$ cat src/rtl/serial_subtractor.sv
`default_nettype none
// ============================================================================
//  Module   : serial_subtractor
//  Brief    : Multi-cycle LSB-first subtractor, diff = a - b - bin.
//             BPC bits are resolved per clock through a ripple of
//             full-subtractor cells; the borrow is registered between chunks.
//             Start/done handshake with borrow-out, signed-overflow and zero
//             flags.
//  Revision : 1.0 - initial release
// ============================================================================
module serial_subtractor #(
    parameter int WIDTH = 8,
    parameter int BPC   = 1
) (
    input  logic             clk,
    input  logic             rst,
    input  logic             start,
    input  logic [WIDTH-1:0] a,
    input  logic [WIDTH-1:0] b,
    input  logic             bin,
    output logic             ready,
    output logic             busy,
    output logic             done,
    output logic [WIDTH-1:0] diff,
    output logic             bout,
    output logic             ovf,
    output logic             zero
);

    localparam int c_cycles = WIDTH / BPC;
    localparam int c_cntw   = (c_cycles > 1) ? $clog2(c_cycles) : 1;

    typedef enum logic [1:0] {
        S_IDLE  = 2'd0,
        S_SHIFT = 2'd1,
        S_DONE  = 2'd2
    } state_t;

    state_t              r_state;
    logic [WIDTH-1:0]    r_a;
    logic [WIDTH-1:0]    r_b;
    logic [WIDTH-1:0]    r_res;
    logic                r_br;
    logic                r_a_msb;
    logic                r_b_msb;
    logic [c_cntw-1:0]   r_cnt;

    logic [BPC:0]        w_br;
    logic [BPC-1:0]      w_d;
    logic [WIDTH-1:0]    w_a_next;
    logic [WIDTH-1:0]    w_b_next;
    logic [WIDTH-1:0]    w_res_next;
    logic                w_last;

    // Borrow chain enters the chunk from the registered borrow of the previous chunk
    assign w_br[0] = r_br;

    // One full-subtractor cell per bit of the chunk, borrow ripples LSB to MSB
    generate
        for (genvar i = 0; i < BPC; i++) begin : g_cell
            assign w_d[i]      = r_a[i] ^ r_b[i] ^ w_br[i];
            assign w_br[i + 1] = (~r_a[i] & r_b[i]) | (~(r_a[i] ^ r_b[i]) & w_br[i]);
        end
    endgenerate

    // Next operand/result values; a full-width chunk needs no shifting at all
    generate
        if (BPC == WIDTH) begin : g_single
            assign w_res_next = w_d;
            assign w_a_next   = '0;
            assign w_b_next   = '0;
        end else begin : g_multi
            assign w_res_next = {w_d, r_res[WIDTH-1:BPC]};
            assign w_a_next   = {{BPC{1'b0}}, r_a[WIDTH-1:BPC]};
            assign w_b_next   = {{BPC{1'b0}}, r_b[WIDTH-1:BPC]};
        end
    endgenerate

    assign w_last = (r_cnt == c_cntw'(c_cycles - 1));

    // Control FSM, datapath shift registers and registered outputs
    always_ff @(posedge clk or posedge rst) begin
        if (rst) begin
            r_state <= S_IDLE;
            r_a     <= '0;
            r_b     <= '0;
            r_res   <= '0;
            r_br    <= 1'b0;
            r_a_msb <= 1'b0;
            r_b_msb <= 1'b0;
            r_cnt   <= '0;
            ready   <= 1'b1;
            busy    <= 1'b0;
            done    <= 1'b0;
            diff    <= '0;
            bout    <= 1'b0;
            ovf     <= 1'b0;
            zero    <= 1'b0;
        end else begin
            case (r_state)
                S_IDLE: begin
                    done <= 1'b0;
                    if (start) begin
                        r_a     <= a;
                        r_b     <= b;
                        r_br    <= bin;
                        // MSBs are kept aside because the shift registers lose them
                        r_a_msb <= a[WIDTH-1];
                        r_b_msb <= b[WIDTH-1];
                        r_cnt   <= '0;
                        ready   <= 1'b0;
                        busy    <= 1'b1;
                        r_state <= S_SHIFT;
                    end
                end
                S_SHIFT: begin
                    r_a   <= w_a_next;
                    r_b   <= w_b_next;
                    r_res <= w_res_next;
                    r_br  <= w_br[BPC];
                    r_cnt <= r_cnt + c_cntw'(1);
                    if (w_last) begin
                        diff    <= w_res_next;
                        bout    <= w_br[BPC];
                        ovf     <= (r_a_msb != r_b_msb) && (w_res_next[WIDTH-1] != r_a_msb);
                        zero    <= ~|w_res_next;
                        done    <= 1'b1;
                        r_state <= S_DONE;
                    end
                end
                S_DONE: begin
                    done    <= 1'b0;
                    ready   <= 1'b1;
                    busy    <= 1'b0;
                    r_state <= S_IDLE;
                end
                default: begin
                    done    <= 1'b0;
                    ready   <= 1'b1;
                    busy    <= 1'b0;
                    r_state <= S_IDLE;
                end
            endcase
        end
    end

endmodule
`default_nettype wire

$ cat config.mk
export PLATFORM = sky130hd
export DESIGN_NAME = serial_subtractor
export DESIGN_NICKNAME = d
export VERILOG_FILES = /design/src/rtl/serial_subtractor.sv
export SDC_FILE = /design/constraint.sdc
export NUM_CORES = 1
export LEC_CHECK = 0
export BUFFER_PORTS_ARGS = -buffer_cell sky130_fd_sc_hd__buf_2
export CAP_MARGIN = 15
export CORE_ASPECT_RATIO = 1.75
export CORE_MARGIN = 1
export CORE_UTILIZATION = 40
export CTS_CLUSTER_SIZE = 28
export DETAILED_ROUTE_END_ITERATION = 8
export HOLD_SLACK_MARGIN = 0.03
export PLACE_DENSITY = 0.68
export SLEW_MARGIN = 20
export SYNTH_ARGS = -nofsm -noshare
export SYNTH_HDL_FRONTEND = slang
export SYNTH_SLANG_ARGS = --single-unit
export TNS_END_PERCENT = 10
$ cat constraint.sdc
create_clock -name clk -period 1.7 [get_ports clk]
set_input_delay 0.34 -clock clk [delete_from_list [all_inputs] [get_ports clk]]
set_output_delay 0.34 -clock clk [all_outputs]
set_load 0.02 [all_outputs]
==> results of run 1 <==
## critical path, delay by kind of cell (launching register included)
family | cells | cell delay, ns
simple gates | 2 | 0.32
fa+ha+maj | 1 | 0.49
flops | 1 | 0.38
compound gates | 1 | 0.15
buf+inv | 1 | 0.09
## state kept, by name, summed over array words and instances (netlist names), 2 cells and up
register	flops
diff	8
r_a	8
r_b	8
r_res	7
r_cnt	3
r_state	2
## logic make-up after synthesis
kind of cell,Yosys count
AO/OA/AOI/OAI,42
adder cells (fa/ha/maj),3
buffers and inverters,14
flip-flops,45
multiplexers,18
AND/OR/NAND/NOR,44
## worst paths after layout
check / cells past startpoint / end / slack (ns)
setup / recovery: 5 / zero$_DFFE_PP0P_ / 0.19
hold / removal: 3 / diff[7]$_DFFE_PP0P_ / 0.07
setup reg to reg: 5 / zero$_DFFE_PP0P_ / 0.19
hold reg to reg: 2 / ovf$_DFFE_PP0P_ / 0.48
max in group asynchronous: 3 / ready$_DFFE_PP1P_ / 1.36
min in group clk: 2 / r_a[7]$_DFFE_PP0P_ / 0.29
## cells in the final DEF (no fill, tap or decap)
master,netlist,final
a21o_1,1,1
a21oi_1,15,15
a22o_1,4,4
a22oi_1,2,2
and2b_1,1,1
and3b_1,12,12
buf_12,0,2
buf_2,5,33
buf_4,1,5
bufinv_16,0,1
clkbuf_1,2,1
clkbuf_8,0,6
clkinv_1,0,1
dfrtp_1,44,44
dfstp_2,1,1
fa_1,1,1
ha_1,2,2
inv_1,4,3
mux2_1,3,3
mux2_2,12,12
mux2_4,3,3
nand2_1,19,19
nand2b_1,2,2
nand3b_4,1,1
nor2_1,2,2
nor2_2,1,1
nor2b_1,2,2
nor2b_2,1,1
nor3b_1,1,1
nor4_1,2,2
o21a_1,1,1
o21ai_0,6,6
o21ai_1,12,12
o21bai_1,1,1
## final cells by class
cell class              instances  area (um2)
clock buffers                   7       86.33
clock inverters                 1       30.03
fillers                       458        2372
inverters                       4       15.01
multi-input cells             107       768.2
flip-flops and latches         45        1127
well taps                      52       65.06
repair buffers                 40       242.7
## power by group through the flow
| stage | sequential [uW] | clock (uW) | combinational, uW |
|---|---|---|---|
| floorplan | 1970 | 0 | 1070 |
| global placement | 1840 | 0 | 1610 |
| detailed placement | 1860 | 0 | 1640 |
| CTS | 1830 | 849 | 1650 |
| global route | 1910 | 903 | 1830 |
| finish | 1830 | 825 | 1620 |
## through the flow
| stage | util [%] | total power [uW] | cells | hold slack [ns] | cell area (um2) |
|---|---|---|---|---|---|
| 6_report | 49.60 | 4274 | 256 | 0.06635 | 2335 |
| 5_1_grt | 49.60 | 4643 | 256 | 0.08706 | 2335 |
| 4_1_cts | 49.60 | 4337 | 256 | 0.07465 | 2335 |
| 3_5_place_dp | 47.13 | 3498 | 248 | 0.3956 | 2218 |
| 3_3_place_gp | 47.13 | 3444 | 248 | 0.3974 | 2218 |
| 2_1_floorplan | - | 3044 | 166 | 0.4498 | 1973 |
## routing by layer
| layer | vias to the layer above | wire (um) | global-route usage, % |
|---|---|---|---|
| li1 | 649 | - | - |
| met3 | 6 | 140 | 4.348 |
| met1 | 638 | 1503 | 20.31 |
| met5 | - | 0 | 0 |
| met4 | 0 | 65 | 6.875 |
| met2 | 36 | 1786 | 27.11 |
==> impl_metrics.py, run 1 <==
metrics = {
    "outcome": {
        "status": "complete, no violations",
    },
    "synthesis": {
        "synth-seq-cells": 45,
        "muxShareOfSynthArea_pct": 10.84,
        "async_reset_ff_share_pct": 100.0,
        "ys_top_cells_by_count": "dfrtp_1, nand2_1, a21oi_1",
        "synth_top_area_share_pct": 55.80,
        "synth_area_leader_cell": "dfrtp_1",
        "synth-simple-area-share_pct": 13.76,
        "ys_warn_count": 0,
        "ys.flop_type": "dfrtp_1",
        "syn_inst": 166,
        "synth_compound_area_share_pct": 12.05,
        "syn_area_per_cell_um2": 11.89,
        "synth-xor-area-share_pct": 0,
        "synthTopCellsByArea": "dfrtp_1, mux2_2, and3b_1",
        "synth-edff-count": 0,
        "synth_top_family_by_area": "simple AND/OR/NAND/NOR gates",
        "yosys.area_share.adder_pct": 2.283,
        "synthesis.area_mm2": 0.001973,
        "yosysSeqAreaShare_pct": 57.13,
        "synth_cell_types": 31,
        "synth_fp_nets": 189,
        "yosysMostFrequentCell": "dfrtp_1",
    },
    "power": {
        "power.density_mw_per_mm2": 1831,
        "leakage_uw": 0.001156,
        "max-vdd-ir-drop_v": 0.0009990,
        "p_sw_share_pct": 33.95,
        "power.internal_uw": 2823,
        "comb_power_share_pct": 37.9,
        "p_seq_share_pct": 42.8,
        "p_clk_share_pct": 19.3,
        "power_switching_uw": 1451,
    },
    "cts": {
        "cts.sinks": 45,
        "postCtsSetupBuffers": 0,
        "cts_root_buf": "clkbuf_8",
        "cts_hold_buf": 0,
        "clk_latency_ns": 0.29,
        "cts_resized": 0,
        "cts_max_level": 2,
        "clk_pin_slew_ns": 0.08,
        "clockBufferDepth": 2,
        "cts_tree": "yes",
        "cts_inserted_buffers": 5,
    },
    "drt": {
        "vias": 1329,
        "wire_per_inst_um": 13.66,
        "drc_errors": 0,
        "first_iter_violations": 27,
        "antenna_left": 0,
        "drt_pass1_iterations": 4,
        "avgViaCountPerCell": 5.191,
        "drt-total-wl_um": 3496,
    },
    "layout": {
        "drive_gt1_share_pct": 32.35,
        "final_nets": 226,
        "syn2layout_area_growth_pct": 18.33,
        "diodes": 0,
    },
    "die": {
        "die_w_um": 55.09,
        "die_y_um": 94.91,
        "start_util_pct": 41.92,
        "boundaryPins": 34,
        "rows": 33,
        "coreArea_mm2": 0.004707,
        "die_area_mm2": 0.005229,
    },
    "sta": {
        "slew-limit-headroom_pct": 71.66,
        "setup_violations": 0,
        "max_clock_freq_mhz": 661.2,
        "rsz0062_at_grt": "no",
        "fin_crit_sh_pct": 88.96,
        "maxSlewViolCount": 0,
        "worst_slew_pin_slew_ns": 0.4251,
        "setup_tns_ns": 0,
        "finalHoldViolations": 0,
        "fin_skew_ns": 0.003691,
        "finalWorstSetupSlack_ns": 0.1877,
        "fin_crit_ns": 1.512,
    },
    "placed_design": {
        "place_congestion": 0.7061,
        "dp_hpwl_um": 2468,
        "portBuffers": 33,
        "pre_cts_slack_ns": 0.2011,
    },
    "min_path": {
        "min_path_type": "in -> async",
    },
    "worst_setup_path": {
        "cp.arrival_ns": 1.73,
        "critPathMaxStageDelay_ns": 0.49,
        "startpoint": "r_b[0]$_DFFE_PP0P_",
        "critPathLaunchType": "flip-flop",
        "end_kind": "flip-flop",
        "required_ns": 1.92,
        "criticalPathCategory": "reg -> reg",
        "cp_max_fo": 5,
        "cp_slowest_cell": "fa_1",
        "path_cells": "inv_1, fa_1, nor4_1, nand2_1, o21ai_0",
        "r2r_start": "r_b[0]$_DFFE_PP0P_",
    },
    "job": {
        "drv_cap": 0,
    },
    "grt": {
        "grt_pass1_wl_um": 6223,
        "track_usage_pct": 16.72,
        "overflow": 0,
        "grt_pass1_vias": 1395,
        "grt_max_degree": 46,
        "antenna_found_initial": 0,
    },
}
Power figures use the tool's default switching activity.
==> inputs of run 2 (changes only) <==
clock period = 1.5 ns   (was 1.7 ns; I/O delays follow)
==> run 2 against run 1 <==
Effect of this change: sequential power is 15% higher; flip-flop and latch count is the same; register-to-register slack lost 0.15 ns; routed wire length rose by 7.3%; hold slack better by 0.17 ns; sequential share of layout area fell by 1.5 points; worst setup slack worse by 0.15 ns; utilization rose by 1.5 points; maximum frequency rose by 3.7%; combinational power up 20%; critical path depth stayed put; critical path type unchanged; largest power group unchanged.
==> impl_metrics.py, run 2 (synthesis results as in run 1) <==
metrics = {
    "outcome": {
        "status": "complete, no violations",
    },
    "worst_setup_path": {
        "cp.arrival_ns": 1.69,
        "cp_max_fo": 5,
        "required_ns": 1.73,
        "r2r_cells": 5,
        "criticalPathCategory": "reg -> reg",
        "critPathLaunchType": "flip-flop",
        "r2r_setup_slack_ns": 0.04,
        "end_kind": "flip-flop",
    },
    "sta": {
        "rsz0062_at_grt": "yes",
        "slew-limit-headroom_pct": 54.68,
        "setup_tns_ns": 0,
        "finalWorstSetupSlack_ns": 0.04148,
        "maxSlewViolCount": 0,
        "setup_violations": 0,
        "max_clock_freq_mhz": 685.6,
        "fin_crit_sh_pct": 97.23,
        "finalHoldViolations": 0,
        "fin_crit_ns": 1.459,
        "worst_slew_pin_slew_ns": 0.6757,
        "fin_skew_ns": 0.007489,
    },
    "die": {
        "coreArea_mm2": 0.004707,
        "die_y_um": 94.91,
        "die_w_um": 55.09,
        "die_area_mm2": 0.005229,
        "rows": 33,
        "start_util_pct": 41.92,
        "boundaryPins": 34,
    },
    "placed_design": {
        "postPlaceCellArea_mm2": 0.002258,
        "place_congestion": 0.7434,
        "dp_hpwl_um": 2685,
        "pre_cts_slack_ns": 0.04267,
        "dp.cells": 255,
        "portBuffers": 33,
    },
    "layout": {
        "final_cell_area_mm2": 0.002407,
        "syn2layout_area_growth_pct": 22.00,
        "final_cell_mix": "dfrtp_1, buf_2, nand2_1",
        "final_nets": 234,
        "layout_commonest_cell": "dfrtp_1",
        "diodes": 0,
        "drive_gt1_share_pct": 37.26,
        "utilization_pct": 51.14,
        "layout.cells.non_filler": 264,
        "top_regs": "diff x8, r_a x8, r_b x8",
    },
    "cts": {
        "cts_max_level": 2,
        "cts.sinks": 45,
        "clk_latency_ns": 0.31,
        "postCtsSetupBuffers": 0,
        "cts_inserted_buffers": 5,
        "cts_tree": "yes",
        "clk_pin_slew_ns": 0.08,
        "cts_root_buf": "clkbuf_8",
        "clockBufferDepth": 2,
    },
    "power": {
        "power.density_mw_per_mm2": 2068,
        "max-vdd-ir-drop_v": 0.001002,
        "leakage_uw": 0.001189,
    },
    "grt": {
        "track_usage_pct": 17.03,
        "grt_pass1_vias": 1395,
        "antenna_found_initial": 0,
        "overflow": 0,
        "grt_max_degree": 21,
        "grt_pass1_wl_um": 6313,
    },
    "drt": {
        "wire_per_inst_um": 14.21,
        "antenna_left": 0,
        "drc_errors": 0,
        "vias": 1372,
        "avgViaCountPerCell": 5.197,
        "drt_pass1_iterations": 4,
        "first_iter_violations": 3,
        "drt-total-wl_um": 3752,
    },
    "min_path": {
        "min_delay_path_depth": 2,
        "min_path_type": "in -> reg",
    },
    "job": {
        "drv_cap": 0,
    },
}
run 2: metal layers:
metal	GRT usage [%]	up-vias	part of all wire [%]	wire, um
li1	-	665	-	-
met1	20.92	669	43	1603
met2	27.51	32	52	1937
met3	3.865	6	3.6	134
met4	7.500	0	2.1	77
met5	0	-	0	0
run 2: cell type report:
class	instances	area (um2)
clock inverter	3	46.29
tap	52	65.06
sequential	45	1127
multi-input combinational	107	792.0
clock buffer	5	68.82
inverter	4	15.01
timing repair buffer	48	292.8
fill	471	2300
run 2: where the power goes:
part	internal (uW)	leakage [uW]	switching [uW]
combinational	985	0.000580	959
clock	499	0.0000543	434
sequential	1750	0.000555	353
run 2: worst paths after layout:
| path | from | end |
|---|---|---|
| worst max-delay path | r_br$_DFFE_PP0P_ | ovf$_DFFE_PP0P_ |
| worst min-delay path | b[7] | r_b_msb$_DFFE_PP0P_ |
| worst max register to register | r_br$_DFFE_PP0P_ | ovf$_DFFE_PP0P_ |
| worst min register to register | zero$_DFFE_PP0P_ | zero$_DFFE_PP0P_ |
| max in group asynchronous | rst | busy$_DFFE_PP0P_ |
| min in group asynchronous | rst | r_res[5]$_DFFE_PP0P_ |
run 2: through the flow:
step	total power [uW]	hold WS, ns
2_1_floorplan	3450	0.4325
3_3_place_gp	3920	0.3274
3_5_place_dp	3999	0.3378
4_1_cts	4931	0.2313
5_1_grt	5343	0.2343
6_report	4978	0.2359
run 2: critical path: stages (launching register included):
cell	delay [ns]
dfrtp_1	0.36
inv_1	0.07
fa_2	0.64
nor2b_4	0.16
a21oi_1	0.06
o21ai_1	0.11
run 2: repair_timing:
item,CTS,global route
resized for setup,0,6
hold endpoints to repair,13,0
setup endpoints to repair,0,8
hold buffers,1,0
==> inputs of run 3 (changes only) <==
PLACE_DENSITY = unset   (was 0.68)
SLEW_MARGIN = 5   (was 20)
==> run 3 against run 2 <==
Effect of this change: routed wire length increased by 1.1%; maximum frequency rose by 0.25%; global-route usage rose by 0.38 points; sequential power barely moved; cell count is 1.1% lower; sequential share of layout area up 0.99 points; combinational power barely moved; cell area shrank 2.1%; count of clock-buffer cells in the layout rose by 2; critical endpoint unchanged.
==> impl_metrics.py, run 3 (synthesis results as in run 1) <==
metrics = {
    "outcome": {
        "status": "complete, no violations",
    },
    "layout": {
        "multi_input_comb_area_um2": 788.3,
        "final_nets": 231,
        "diodes": 0,
        "top_regs": "diff x8, r_a x8, r_b x8",
        "final_cell_mix": "dfrtp_1, buf_2, nand2_1",
        "syn2layout_area_growth_pct": 19.47,
        "layout.cells.non_filler": 261,
        "layout_commonest_cell": "dfrtp_1",
        "final_cell_area_mm2": 0.002357,
        "fillers": 443,
        "ff_latch_area_mm2": 0.001127,
        "drive_gt1_share_pct": 35.89,
    },
    "sta": {
        "fin_skew_ns": 0.008190,
        "finalHoldViolations": 0,
        "maxSlewViolCount": 0,
        "fin_crit_sh_pct": 97.00,
        "slew-limit-headroom_pct": 78.73,
        "setup_violations": 0,
        "fin_crit_ns": 1.455,
        "worst_slew_pin_slew_ns": 0.3161,
        "rsz0062_at_grt": "yes",
        "max_clock_freq_mhz": 687.3,
        "finalWorstSetupSlack_ns": 0.04505,
    },
    "drt": {
        "antenna_left": 0,
        "drt-total-wl_um": 3794,
        "drc_errors": 0,
        "drt_pass1_iterations": 4,
        "first_iter_violations": 30,
        "wire_per_inst_um": 14.54,
        "vias": 1358,
        "avgViaCountPerCell": 5.203,
    },
    "die": {
        "die_w_um": 55.09,
        "rows": 33,
        "coreArea_mm2": 0.004707,
        "die_area_mm2": 0.005229,
        "boundaryPins": 34,
        "start_util_pct": 41.92,
        "die_y_um": 94.91,
    },
    "grt": {
        "top_usage_layer": "met2",
        "track_usage_pct": 17.41,
        "grt_pass1_wl_um": 6513,
        "use_met2_pct": 30.42,
        "grtUsageMet1_pct": 19.23,
        "antenna_found_initial": 0,
        "grtUsageMet3_pct": 4.026,
        "overflow": 0,
        "grt_pass1_vias": 1474,
        "grt_max_degree": 46,
    },
    "cts": {
        "cts_inserted_buffers": 5,
        "cts_max_level": 2,
        "clk_latency_ns": 0.29,
        "clockBufferDepth": 2,
        "cts_tree": "yes",
        "cts_root_buf": "clkbuf_8",
        "cts.sinks": 45,
        "clk_pin_slew_ns": 0.08,
        "cts_hold_buf": 0,
    },
    "placed_design": {
        "dp_hpwl_um": 2773,
        "place_congestion": 0.7190,
        "portBuffers": 33,
        "dp.cells": 252,
        "pre_cts_slack_ns": -0.003132,
        "postPlaceCellArea_mm2": 0.002248,
    },
    "min_path": {
        "min_path_type": "in -> async",
    },
    "worst_setup_path": {
        "criticalPathCategory": "reg -> reg",
        "r2r_start": "r_br$_DFFE_PP0P_",
        "critPathLaunchType": "flip-flop",
        "r2r_setup_slack_ns": 0.05,
        "crit_end": "ovf$_DFFE_PP0P_",
        "r2r-end": "ovf$_DFFE_PP0P_",
        "startpoint": "r_br$_DFFE_PP0P_",
        "end_kind": "flip-flop",
        "cp_max_fo": 5,
        "cp.arrival_ns": 1.67,
        "r2r_cells": 5,
        "required_ns": 1.72,
    },
    "power": {
        "p_sw_share_pct": 35.99,
        "power.density_mw_per_mm2": 2033,
        "power.internal_uw": 3067,
        "max-vdd-ir-drop_v": 0.001199,
        "leakage_uw": 0.001163,
        "comb_power_share_pct": 41.2,
        "p_seq_share_pct": 44.2,
        "p_clk_share_pct": 14.6,
        "power_switching_uw": 1724,
    },
    "job": {
        "drv_cap": 0,
    },
}
-- run 3: how the worst min path moves through the flow --
stage                                      to  slack [ns]  depth (start not counted)
final                        bout$_DFFE_PP0P_        0.06                          3
after CTS                    bout$_DFFE_PP0P_        0.06                          3
after detailed placement     bout$_DFFE_PP0P_        0.38                          3
after global placement    diff[7]$_DFFE_PP0P_        0.38                          3
after global routing         r_br$_DFFE_PP0P_        0.07                          3
after floorplan            r_a[7]$_DFFE_PP0P_        0.43                          1
-- run 3: power groups by stage --
stage / Clock, uW / Combinational [uW] / Sequential [uW]
after floorplan: 0 / 1220 / 2230
after global placement: 0 / 1870 / 2090
after detailed placement: 0 / 1940 / 2120
after CTS: 725 / 1970 / 2100
after global routing: 780 / 2200 / 2190
final: 700 / 1970 / 2120
-- run 3: critical path, cell delays in order (launching register included) --
cell and delay (ns):
dfrtp_1 0.37, inv_2 0.05, fa_2 0.64, nor2b_1 0.15, a21oi_1 0.07, o21ai_1 0.11
-- run 3: repair_timing --
item,4_1_cts,5_1_grt
pin swaps,1,1
setup endpoints to repair,7,2
endpoints found under the hold margin,0,0
gates resized for setup,2,6
setup buffers,1,0
-- run 3: layout make-up --
type,instances,area share (%)
clock buffer,7,3.238
clock inverter,1,0.2123
inverter,4,0.6369
multi-input combinational,107,33.44
sequential,45,47.82
tap,52,2.760
timing repair buffer,45,11.89
-- run 3: layer usage --
metal | wire length [um] | vias up
li1 | - | 661
met5 | 0 | -
met4 | 65 | 0
met1 | 1487 | 654
met2 | 2082 | 38
met3 | 158 | 5
-- run 3: through the flow --
step                      power [uW]  hold WS, ns  util (%)   TNS [ns]
final                           4792      0.05526     50.08          0
after global routing            5170      0.07429     50.08   -0.04070
after CTS                       4794      0.06093     49.76          0
after detailed placement        4068       0.3839     47.77  -0.003132
after global placement          3958       0.3766     47.77          0
after floorplan                 3450       0.4325         -          0
